### config.mk
export PLATFORM = sky130hd
export DESIGN_NAME = sram_cfg_loader
export DESIGN_NICKNAME = d
export VERILOG_FILES = /design/src/rtl/sram_cfg_loader.sv
export SDC_FILE = /design/constraint.sdc
export NUM_CORES = 1
export LEC_CHECK = 0
export CELL_PAD_IN_SITES_DETAIL_PLACEMENT = 1
export CELL_PAD_IN_SITES_GLOBAL_PLACEMENT = 2
export CORE_ASPECT_RATIO = 0.9
export CORE_MARGIN = 1
export CORE_UTILIZATION = 33
export CTS_CLUSTER_DIAMETER = 30
export CTS_CLUSTER_SIZE = 30
export DETAILED_ROUTE_END_ITERATION = 6
export GPL_ROUTABILITY_DRIVEN = 1
export HOLD_SLACK_MARGIN = 0.02
export PLACE_DENSITY = 0.91
export SYNTH_ARGS = -nofsm -noshare
export SYNTH_HDL_FRONTEND = slang
export SYNTH_SLANG_ARGS = --single-unit
### constraint.sdc
create_clock -name clk -period 7.8 [get_ports clk]
set_clock_uncertainty 0.2 [all_clocks]
set_input_delay 0.78 -clock clk [delete_from_list [all_inputs] [get_ports clk]]
set_output_delay 0.78 -clock clk [all_outputs]
set_load 0.02 [all_outputs]
### src/rtl/sram_cfg_loader.sv
// rtl/sram_cfg_loader.sv - byte-serial bitstream loader writing frames into SRAM config rows
module sram_cfg_loader #(
    parameter int FRAME_WIDTH = 32,
    parameter int NUM_FRAMES  = 64,
    parameter int WL_PULSE    = 2
) (
    input  logic                          clk,
    input  logic                          reset_n,
    input  logic                          start,
    input  logic                          abort,
    input  logic                          cfg_valid,
    input  logic [7:0]                    cfg_data,
    output logic                          cfg_ready,
    output logic                          bl_en,
    output logic [FRAME_WIDTH-1:0]        bl_data,
    output logic [FRAME_WIDTH-1:0]        bl_data_n,
    output logic [NUM_FRAMES-1:0]         wl_en,
    output logic [$clog2(NUM_FRAMES)-1:0] frame_idx,
    output logic                          busy,
    output logic                          done,
    output logic                          err
);

    localparam int BPF  = FRAME_WIDTH / 8;
    localparam int FI_W = $clog2(NUM_FRAMES);
    localparam int BC_W = $clog2(BPF + 1);
    localparam int PC_W = $clog2(WL_PULSE + 1);

    typedef enum logic [2:0] {
        S_IDLE  = 3'd0,
        S_LOAD  = 3'd1,
        S_SETUP = 3'd2,
        S_PULSE = 3'd3,
        S_HOLD  = 3'd4,
        S_CHECK = 3'd5,
        S_DONE  = 3'd6,
        S_ERR   = 3'd7
    } state_t;

    state_t                 state, state_nx;
    logic [FRAME_WIDTH-1:0] frame_buf, frame_buf_nx;
    logic [7:0]             sum, sum_nx, sum_plus;
    logic [BC_W-1:0]        byte_cnt, byte_cnt_nx;
    logic [PC_W-1:0]        pulse_cnt, pulse_cnt_nx;
    logic [FI_W-1:0]        frame_idx_nx;

    logic                   cfg_ready_nx;
    logic                   bl_en_nx;
    logic [FRAME_WIDTH-1:0] bl_data_nx;
    logic [FRAME_WIDTH-1:0] bl_data_n_nx;
    logic [NUM_FRAMES-1:0]  wl_en_nx;
    logic                   busy_nx;
    logic                   done_nx;
    logic                   err_nx;
    logic                   xfer;

    // State, datapath and registered outputs; every output is a flop so the
    // bitline/word-line drivers never see combinational glitches.
    always_ff @(posedge clk) begin
        if (!reset_n) begin
            state     <= S_IDLE;
            frame_buf <= '0;
            sum       <= '0;
            byte_cnt  <= '0;
            pulse_cnt <= '0;
            frame_idx <= '0;
            cfg_ready <= 1'b0;
            bl_en     <= 1'b0;
            bl_data   <= '0;
            bl_data_n <= '0;
            wl_en     <= '0;
            busy      <= 1'b0;
            done      <= 1'b0;
            err       <= 1'b0;
        end else begin
            state     <= state_nx;
            frame_buf <= frame_buf_nx;
            sum       <= sum_nx;
            byte_cnt  <= byte_cnt_nx;
            pulse_cnt <= pulse_cnt_nx;
            frame_idx <= frame_idx_nx;
            cfg_ready <= cfg_ready_nx;
            bl_en     <= bl_en_nx;
            bl_data   <= bl_data_nx;
            bl_data_n <= bl_data_n_nx;
            wl_en     <= wl_en_nx;
            busy      <= busy_nx;
            done      <= done_nx;
            err       <= err_nx;
        end
    end

    // Next-state and datapath updates; output values are decoded from the
    // next state so they line up with the state they describe.
    always_comb begin
        state_nx     = state;
        frame_buf_nx = frame_buf;
        sum_nx       = sum;
        byte_cnt_nx  = byte_cnt;
        pulse_cnt_nx = pulse_cnt;
        frame_idx_nx = frame_idx;
        xfer         = cfg_valid && cfg_ready;
        sum_plus     = sum + cfg_data;

        if (abort) begin
            // Abort wins over everything except reset; nothing is consumed
            // and already-written rows stay as they are.
            state_nx = S_IDLE;
        end else begin
            case (state)
                S_IDLE, S_DONE, S_ERR: begin
                    if (start) begin
                        state_nx     = S_LOAD;
                        frame_idx_nx = '0;
                        byte_cnt_nx  = '0;
                        sum_nx       = '0;
                    end
                end
                S_LOAD: begin
                    if (xfer) begin
                        for (int k = 0; k < BPF; k++) begin
                            if (byte_cnt == BC_W'(k)) begin
                                frame_buf_nx[8*k +: 8] = cfg_data;
                            end
                        end
                        sum_nx = sum_plus;
                        if (byte_cnt == BC_W'(BPF - 1)) begin
                            state_nx    = S_SETUP;
                            byte_cnt_nx = '0;
                        end else begin
                            byte_cnt_nx = byte_cnt + BC_W'(1);
                        end
                    end
                end
                S_SETUP: begin
                    state_nx     = S_PULSE;
                    pulse_cnt_nx = '0;
                end
                S_PULSE: begin
                    if (pulse_cnt == PC_W'(WL_PULSE - 1)) begin
                        state_nx = S_HOLD;
                    end else begin
                        pulse_cnt_nx = pulse_cnt + PC_W'(1);
                    end
                end
                S_HOLD: begin
                    if (frame_idx == FI_W'(NUM_FRAMES - 1)) begin
                        state_nx = S_CHECK;
                    end else begin
                        state_nx     = S_LOAD;
                        frame_idx_nx = frame_idx + FI_W'(1);
                    end
                end
                S_CHECK: begin
                    if (xfer) begin
                        state_nx = (sum_plus == 8'h00) ? S_DONE : S_ERR;
                    end
                end
                default: state_nx = S_IDLE;
            endcase
        end

        cfg_ready_nx = (state_nx == S_LOAD) || (state_nx == S_CHECK);
        bl_en_nx     = (state_nx == S_SETUP) || (state_nx == S_PULSE) || (state_nx == S_HOLD);
        bl_data_nx   = bl_en_nx ? frame_buf_nx : '0;
        bl_data_n_nx = bl_en_nx ? ~frame_buf_nx : '0;
        wl_en_nx     = '0;
        if (state_nx == S_PULSE) begin
            wl_en_nx[frame_idx_nx] = 1'b1;
        end
        busy_nx = (state_nx == S_LOAD) || (state_nx == S_SETUP) || (state_nx == S_PULSE) ||
                  (state_nx == S_HOLD) || (state_nx == S_CHECK);
        done_nx = (state_nx == S_DONE);
        err_nx  = (state_nx == S_ERR);
    end

endmodule

==> results of run 1 <==
-- cells in the mapped netlist, types with 2 or more instances --
master and instances:
o21ai_0 6, a211o_1 2, xnor2_1 2, inv_1 10
clkbuf_1 6, nand3b_1 2, and3b_1 2, a2bb2oi_1 3
nor2_2 11, nand2_1 18, nand2b_1 2, nor4_1 3
a21oi_1 12, buf_2 8, a31oi_1 4, and2_1 34
or3_1 2, mux2i_1 32, nand3_2 3, a22oi_2 3
buf_6 5, xor2_1 5, and3_1 2, a22oi_1 7
o21a_1 2, dfxtp_1 187, nand3_1 20, ha_1 13
a211oi_1 3, a22o_1 2, nor2b_1 2, nor2_1 142
nor3b_1 2, nor3_1 2, buf_4 2
-- per-stage QoR --
| stage | utilization | instances | hold slack (ns) | setup WS (ns) | instance area (um2) |
|---|---|---|---|---|---|
| after global placement | 0.431 | 972 | 0.240 | 4.05 | 7980 |
| after global routing | 0.463 | 1004 | 0.310 | 4.03 | 8580 |
| after floorplan | - | 595 | 0.232 | 5.01 | 6270 |
| after CTS | 0.463 | 1004 | 0.275 | 4.31 | 8580 |
| final | 0.463 | 1004 | 0.272 | 4.32 | 8580 |
| after detailed placement | 0.431 | 972 | 0.266 | 3.83 | 7980 |
-- state kept, by name, indices dropped and copies added (netlist names) --
signal	flops
pulse_cnt	2
wl_en	64
byte_cnt	3
done	1
busy	1
bl_data	32
state	3
bl_en	1
bl_data_n	32
frame_idx	6
err	1
cfg_ready	1
sum	8
frame_buf	32
-- report_power, final --
group	total, W	internal [W]	switching, W
Combinational	0.0000376	0.0000135	0.0000241
Clock	0.000871	0.000459	0.000412
Sequential	0.000956	0.000955	0.00000123
-- kinds of logic (layout without fill, tap and decap cells) --
logic type               Yosys count  after routing  synth area share
buffers and inverters             34            198            0.0291
AO/OA/AOI/OAI                     61             61            0.0768
adder cells (fa/ha/maj)           14             14            0.0291
AND/OR/NAND/NOR                  259            259             0.204
flip-flops                       187            187             0.597
multiplexers                      33             33            0.0547
XOR/XNOR                           7              7           0.00977
-- metal layers --
layer | share of wire | routed length (um) | GRT usage | vias up
li1 | - | - | - | 2290
met1 | 0.45 | 7830 | 0.231 | 2303
met2 | 0.50 | 8710 | 0.314 | 102
met3 | 0.029 | 502 | 0.0310 | 19
met4 | 0.014 | 245 | 0.0682 | 0
met5 | 0 | 0 | 0 | -
-- final timing paths --
kind / start / to / slack, ns / cells past startpoint
max: start / wl_en[15] / 4.32 / 7
min: pulse_cnt[1] / pulse_cnt[1] / 0.27 / 2
max reg2reg: frame_idx[0] / bl_data_n[9] / 4.38 / 9
min reg2reg: pulse_cnt[1] / pulse_cnt[1] / 0.27 / 2
-- worst reg2reg max path, delay by kind of cell, from the launching register on --
family,cells,cell delay [ns]
and+or+nand+nor,3,0.86
buffers and inverters,3,0.83
AOI/OAI and AO/OA,2,0.71
DFF,1,0.46
adders and majority gates,1,0.27
-- area by class of cell --
type | count | area, um2 | share of cell area
flip-flops and latches | 187 | 3740 | 0.436
multi-input cells | 374 | 2350 | 0.273
repair buffers | 154 | 1530 | 0.179
clock buffers | 17 | 425 | 0.0496
well taps | 245 | 307 | 0.0357
clock inverters | 15 | 178 | 0.0207
inverters | 12 | 45.0 | 0.00525
==> results.sh, run 1 <==
export IMPL_status="finished, final reports clean"
export IMPL_final_period_utilization=0.446
export IMPL_clkSlewWorstSetupHoldPaths_ns=0.07
export IMPL_synth_seq_area_share=0.597
export IMPL_powerDensity_mw_per_mm2=217
export IMPL_crit_type="in -> reg"
export IMPL_synth_cell_types=69
export IMPL_netlist_area_mm2=0.00627
export IMPL_clock_fmax_mhz=288
export IMPL_grtUsageTotal=0.184
export IMPL_final_hold_violation_count=0
export IMPL_netlist_instances=595
export IMPL_final_common_cell="dfxtp_1"
export IMPL_syn_area_per_cell_um2=10.5
export IMPL_fin_nets=773
export IMPL_grt_max_degree=49
export IMPL_clock_sinks=187
export IMPL_synth_fp_nets=622
export IMPL_area_growth_pct=36.8
export IMPL_timing_final_crit_period_ns=3.48
export IMPL_drt_iter0_markers=163
export IMPL_max_slew_worst_pin_slew_ns=0.859
export IMPL_antenna_found_initial=0
export IMPL_cts_buffer_depth=2
export IMPL_yosys_warnings=0
export IMPL_initial_core_util=0.339
export IMPL_dieArea_mm2=0.0196
export IMPL_cts_buffers=17
export IMPL_viasPerCell=4.70
export IMPL_cellLeakagePower_nw=3.23
export IMPL_crit_chain="clkdlybuf4s50_1 > nand2_1 > a211oi_1 > o22ai_2 > mux2i_4 > or3b_1 > nor2_1"
export IMPL_critPathTopFamily="compound AO/OA/AOI/OAI gates"
export IMPL_critPathBufInv=1
export IMPL_fin_tns_setup_ns=0
export IMPL_ir_worst_vdd_v=0.000142
export IMPL_num_rows=47
export IMPL_io_pins=152
export IMPL_synthFlopType="dfxtp_1"
export IMPL_clock_latency_ns=0.43
export IMPL_synth_edff_count=0
export IMPL_grt_pass1_vias=4933
export IMPL_report_final_setup_viol=0
export IMPL_worstHoldPathType="reg -> reg"
export IMPL_worstPathMaxFanout=16
export IMPL_critical_path_max_stage_delay_ns=0.76
export IMPL_io_buffer_count=151
export IMPL_rsz0062_at_grt="no"
export IMPL_drv_slew=0
export IMPL_maxCapViolCount=0
export IMPL_first_pass_iters=4
export IMPL_post_cts_buffers=0
export IMPL_arrival_ns=3.56
export IMPL_dp_hpwl_um=12300
export IMPL_die_x_um=147
export IMPL_cts_htree_levels=4
export IMPL_cp_start_kind="primary input"
export IMPL_cp_slowest_cell="a211oi_1"
export IMPL_crit_path_end_kind="flop"
export IMPL_vias=4714
export IMPL_layout_drive_gt1_share=0.0870
export IMPL_routed_wirelength_um=17300
export IMPL_cp_data_required_time_ns=7.88
export IMPL_cts_tree="done"
export IMPL_grt_overflow=0
export IMPL_synth_seq_cells=187
export IMPL_ys_top_cells_by_area="dfxtp_1, nor2_1, mux2i_1"
export IMPL_p_total_w=0.00186
export IMPL_place_gp_congestion=0.787
export IMPL_final_fill_count=2023
export IMPL_wl_per_cell_um=17.2
export IMPL_postRouteAntennaNets=0
export IMPL_diodes=0
export IMPL_fp_dieH_um=133
export IMPL_grt_pass1_wl_um=27600
export IMPL_hold_buffers=0
export IMPL_yosysTopAreaCell="dfxtp_1"
export IMPL_post_cts_resized=0
export IMPL_slew_limit_headroom=0.426
export IMPL_async_flop_share=0
export IMPL_core_area_mm2=0.0185
export IMPL_synth_top_cell_area_share=0.597
export IMPL_route_detailed_drc=0
export IMPL_final_cell_mix="dfxtp_1, clkdlybuf4s50_1, nor2_1, and2_1, mux2i_1"
export IMPL_cts_root_buf="clkbuf_16"
Power figures use the tool's default switching activity.
==> run 2: changes to the inputs <==
Settings changed: CORE_UTILIZATION 33 to 30, PLACE_DENSITY 0.91 to 0.85.
Clock period 7.8 ns to 3.39 ns, I/O delays scaled along.
==> results.sh, run 2 (same netlist as run 1, synthesis figures left out) <==
export IMPL_antenna_found_initial=0
export IMPL_drt_iter0_markers=161
export IMPL_cts_htree_levels=4
export IMPL_final_cell_mix="dfxtp_1, clkdlybuf4s50_1, nor2_1, and2_1, mux2i_1"
export IMPL_hold_end="pulse_cnt[1]"
export IMPL_fin_nets=784
export IMPL_max_slew_worst_pin_slew_ns=0.866
export IMPL_grt_pass1_vias=5129
export IMPL_maxCapViolCount=0
export IMPL_p_total_w=0.00417
export IMPL_cts_root_buf="clkbuf_16"
export IMPL_rrSetupSlack_ns=0.28
export IMPL_cts_buffer_depth=2
export IMPL_post_cts_buffers=0
export IMPL_drv_slew=0
export IMPL_clock_fmax_mhz=321
export IMPL_largest_reg_flops=64
export IMPL_grt_pass1_wl_um=28300
export IMPL_num_rows=49
export IMPL_fp_dieH_um=139
export IMPL_initial_core_util=0.310
export IMPL_layout_drive_gt1_share=0.0987
export IMPL_grtUsageTotal=0.173
export IMPL_place_gp_congestion=0.768
export IMPL_final_hold_violation_count=0
export IMPL_ir_worst_vdd_v=0.000280
export IMPL_routed_wirelength_um=18100
export IMPL_final_util=0.426
export IMPL_cp_start_kind="flop"
export IMPL_status="finished, final reports clean"
export IMPL_grt_overflow=0
export IMPL_post_cts_resized=0
export IMPL_timing_rr_end="wl_en[8]"
export IMPL_vias=4762
export IMPL_report_final_setup_viol=0
export IMPL_cp_data_required_time_ns=3.54
export IMPL_slew_limit_headroom=0.422
export IMPL_grt_max_degree=43
export IMPL_cts_buffers=17
export IMPL_final_period_utilization=0.919
export IMPL_timing_final_crit_period_ns=3.11
export IMPL_first_pass_iters=4
export IMPL_area_growth_pct=37.5
export IMPL_arrival_ns=3.26
export IMPL_final_common_cell="dfxtp_1"
export IMPL_clkSlewWorstSetupHoldPaths_ns=0.07
export IMPL_core_area_mm2=0.0202
export IMPL_crit_path_end_kind="flop"
export IMPL_route_detailed_drc=0
export IMPL_diodes=0
export IMPL_register_area_mm2=0.00374
export IMPL_rsz0062_at_grt="no"
export IMPL_multi_input_area_mm2=0.00235
export IMPL_min_path_cells=2
export IMPL_worstPathMaxFanout=11
export IMPL_io_buffer_count=151
export IMPL_worstHoldPathType="reg -> reg"
export IMPL_clock_sinks=187
export IMPL_die_x_um=154
export IMPL_cts_tree="done"
export IMPL_powerDensity_mw_per_mm2=484
export IMPL_registers_top_by_ff_count="wl_en"
export IMPL_dieArea_mm2=0.0215
export IMPL_io_pins=152
export IMPL_clock_latency_ns=0.43
export IMPL_cellLeakagePower_nw=3.26
export IMPL_reg2regPathDepth=7
export IMPL_crit_type="reg -> reg"
export IMPL_viasPerCell=4.65
export IMPL_dp_hpwl_um=13200
export IMPL_postRouteAntennaNets=0
export IMPL_worstReg2RegStart="state[1]"
export IMPL_hp_start="pulse_cnt[1]"
export IMPL_wl_per_cell_um=17.6
export IMPL_final_fill_count=2211
export IMPL_hold_buffers=0
## run 2: cell types whose count changed in the layout (fill, tap and decap cells not counted)
cell,change
clkbuf_1,+1
bufinv_16,-1
clkinvlp_4,+1
clkinv_8,-2
buf_4,+11
clkinv_2,+1
## run 2: cell type report
class,count,share of cell area
clock buffers,18,0.0497
repair buffers,165,0.187
flip-flops and latches,187,0.434
inverters,12,0.00522
clock inverters,14,0.0148
well taps,255,0.0370
multi-input cells,374,0.272
## run 2: worst max path at each step
stage	startpoint	endpoint	slack [ns]	depth (start not counted)
6_report	state[1]	wl_en[8]	0.28	7
5_1_grt	frame_idx[1]	bl_data_n[31]	0.10	8
4_1_cts	frame_idx[1]	bl_data_n[30]	0.27	8
3_5_place_dp	abort	wl_en[53]	-0.003	6
3_3_place_gp	abort	wl_en[16]	0.23	6
2_1_floorplan	frame_idx[0]	bl_data_n[23]	0.67	9
## run 2: power by group
group	internal, W	switching [W]
logic	0.0000347	0.0000585
registers	0.00220	0.00000278
clock network	0.000968	0.000911
total	0.00320	0.000972
## run 2: worst max-delay path: stages (launching register included)
cell	delay (ns)
dfxtp_1	0.38
buf_4	0.21
or2_1	0.23
nor3b_1	0.72
o21ai_0	0.35
a2bb2oi_1	0.52
nand3_1	0.27
nor2_1	0.17
## run 2: layer usage
metal / up-vias / track usage / share of wire
met5: - / 0 / 0
met1: 2358 / 0.207 / 0.43
met3: 9 / 0.0384 / 0.036
met4: 0 / 0.0459 / 0.0088
met2: 89 / 0.311 / 0.52
li1: 2306 / - / -
## run 2: per-stage QoR
stage	setup slack (ns)	std cells	instance area (um2)	TNS, ns	hold slack, ns
CTS	0.274	1025	8630	0	0.274
floorplan	0.666	595	6270	0	0.232
global route	0.102	1025	8630	0	0.310
global placement	0.232	993	8070	0	0.240
detailed placement	-0.00307	993	8070	-0.00307	0.265
finish	0.276	1025	8630	0	0.265
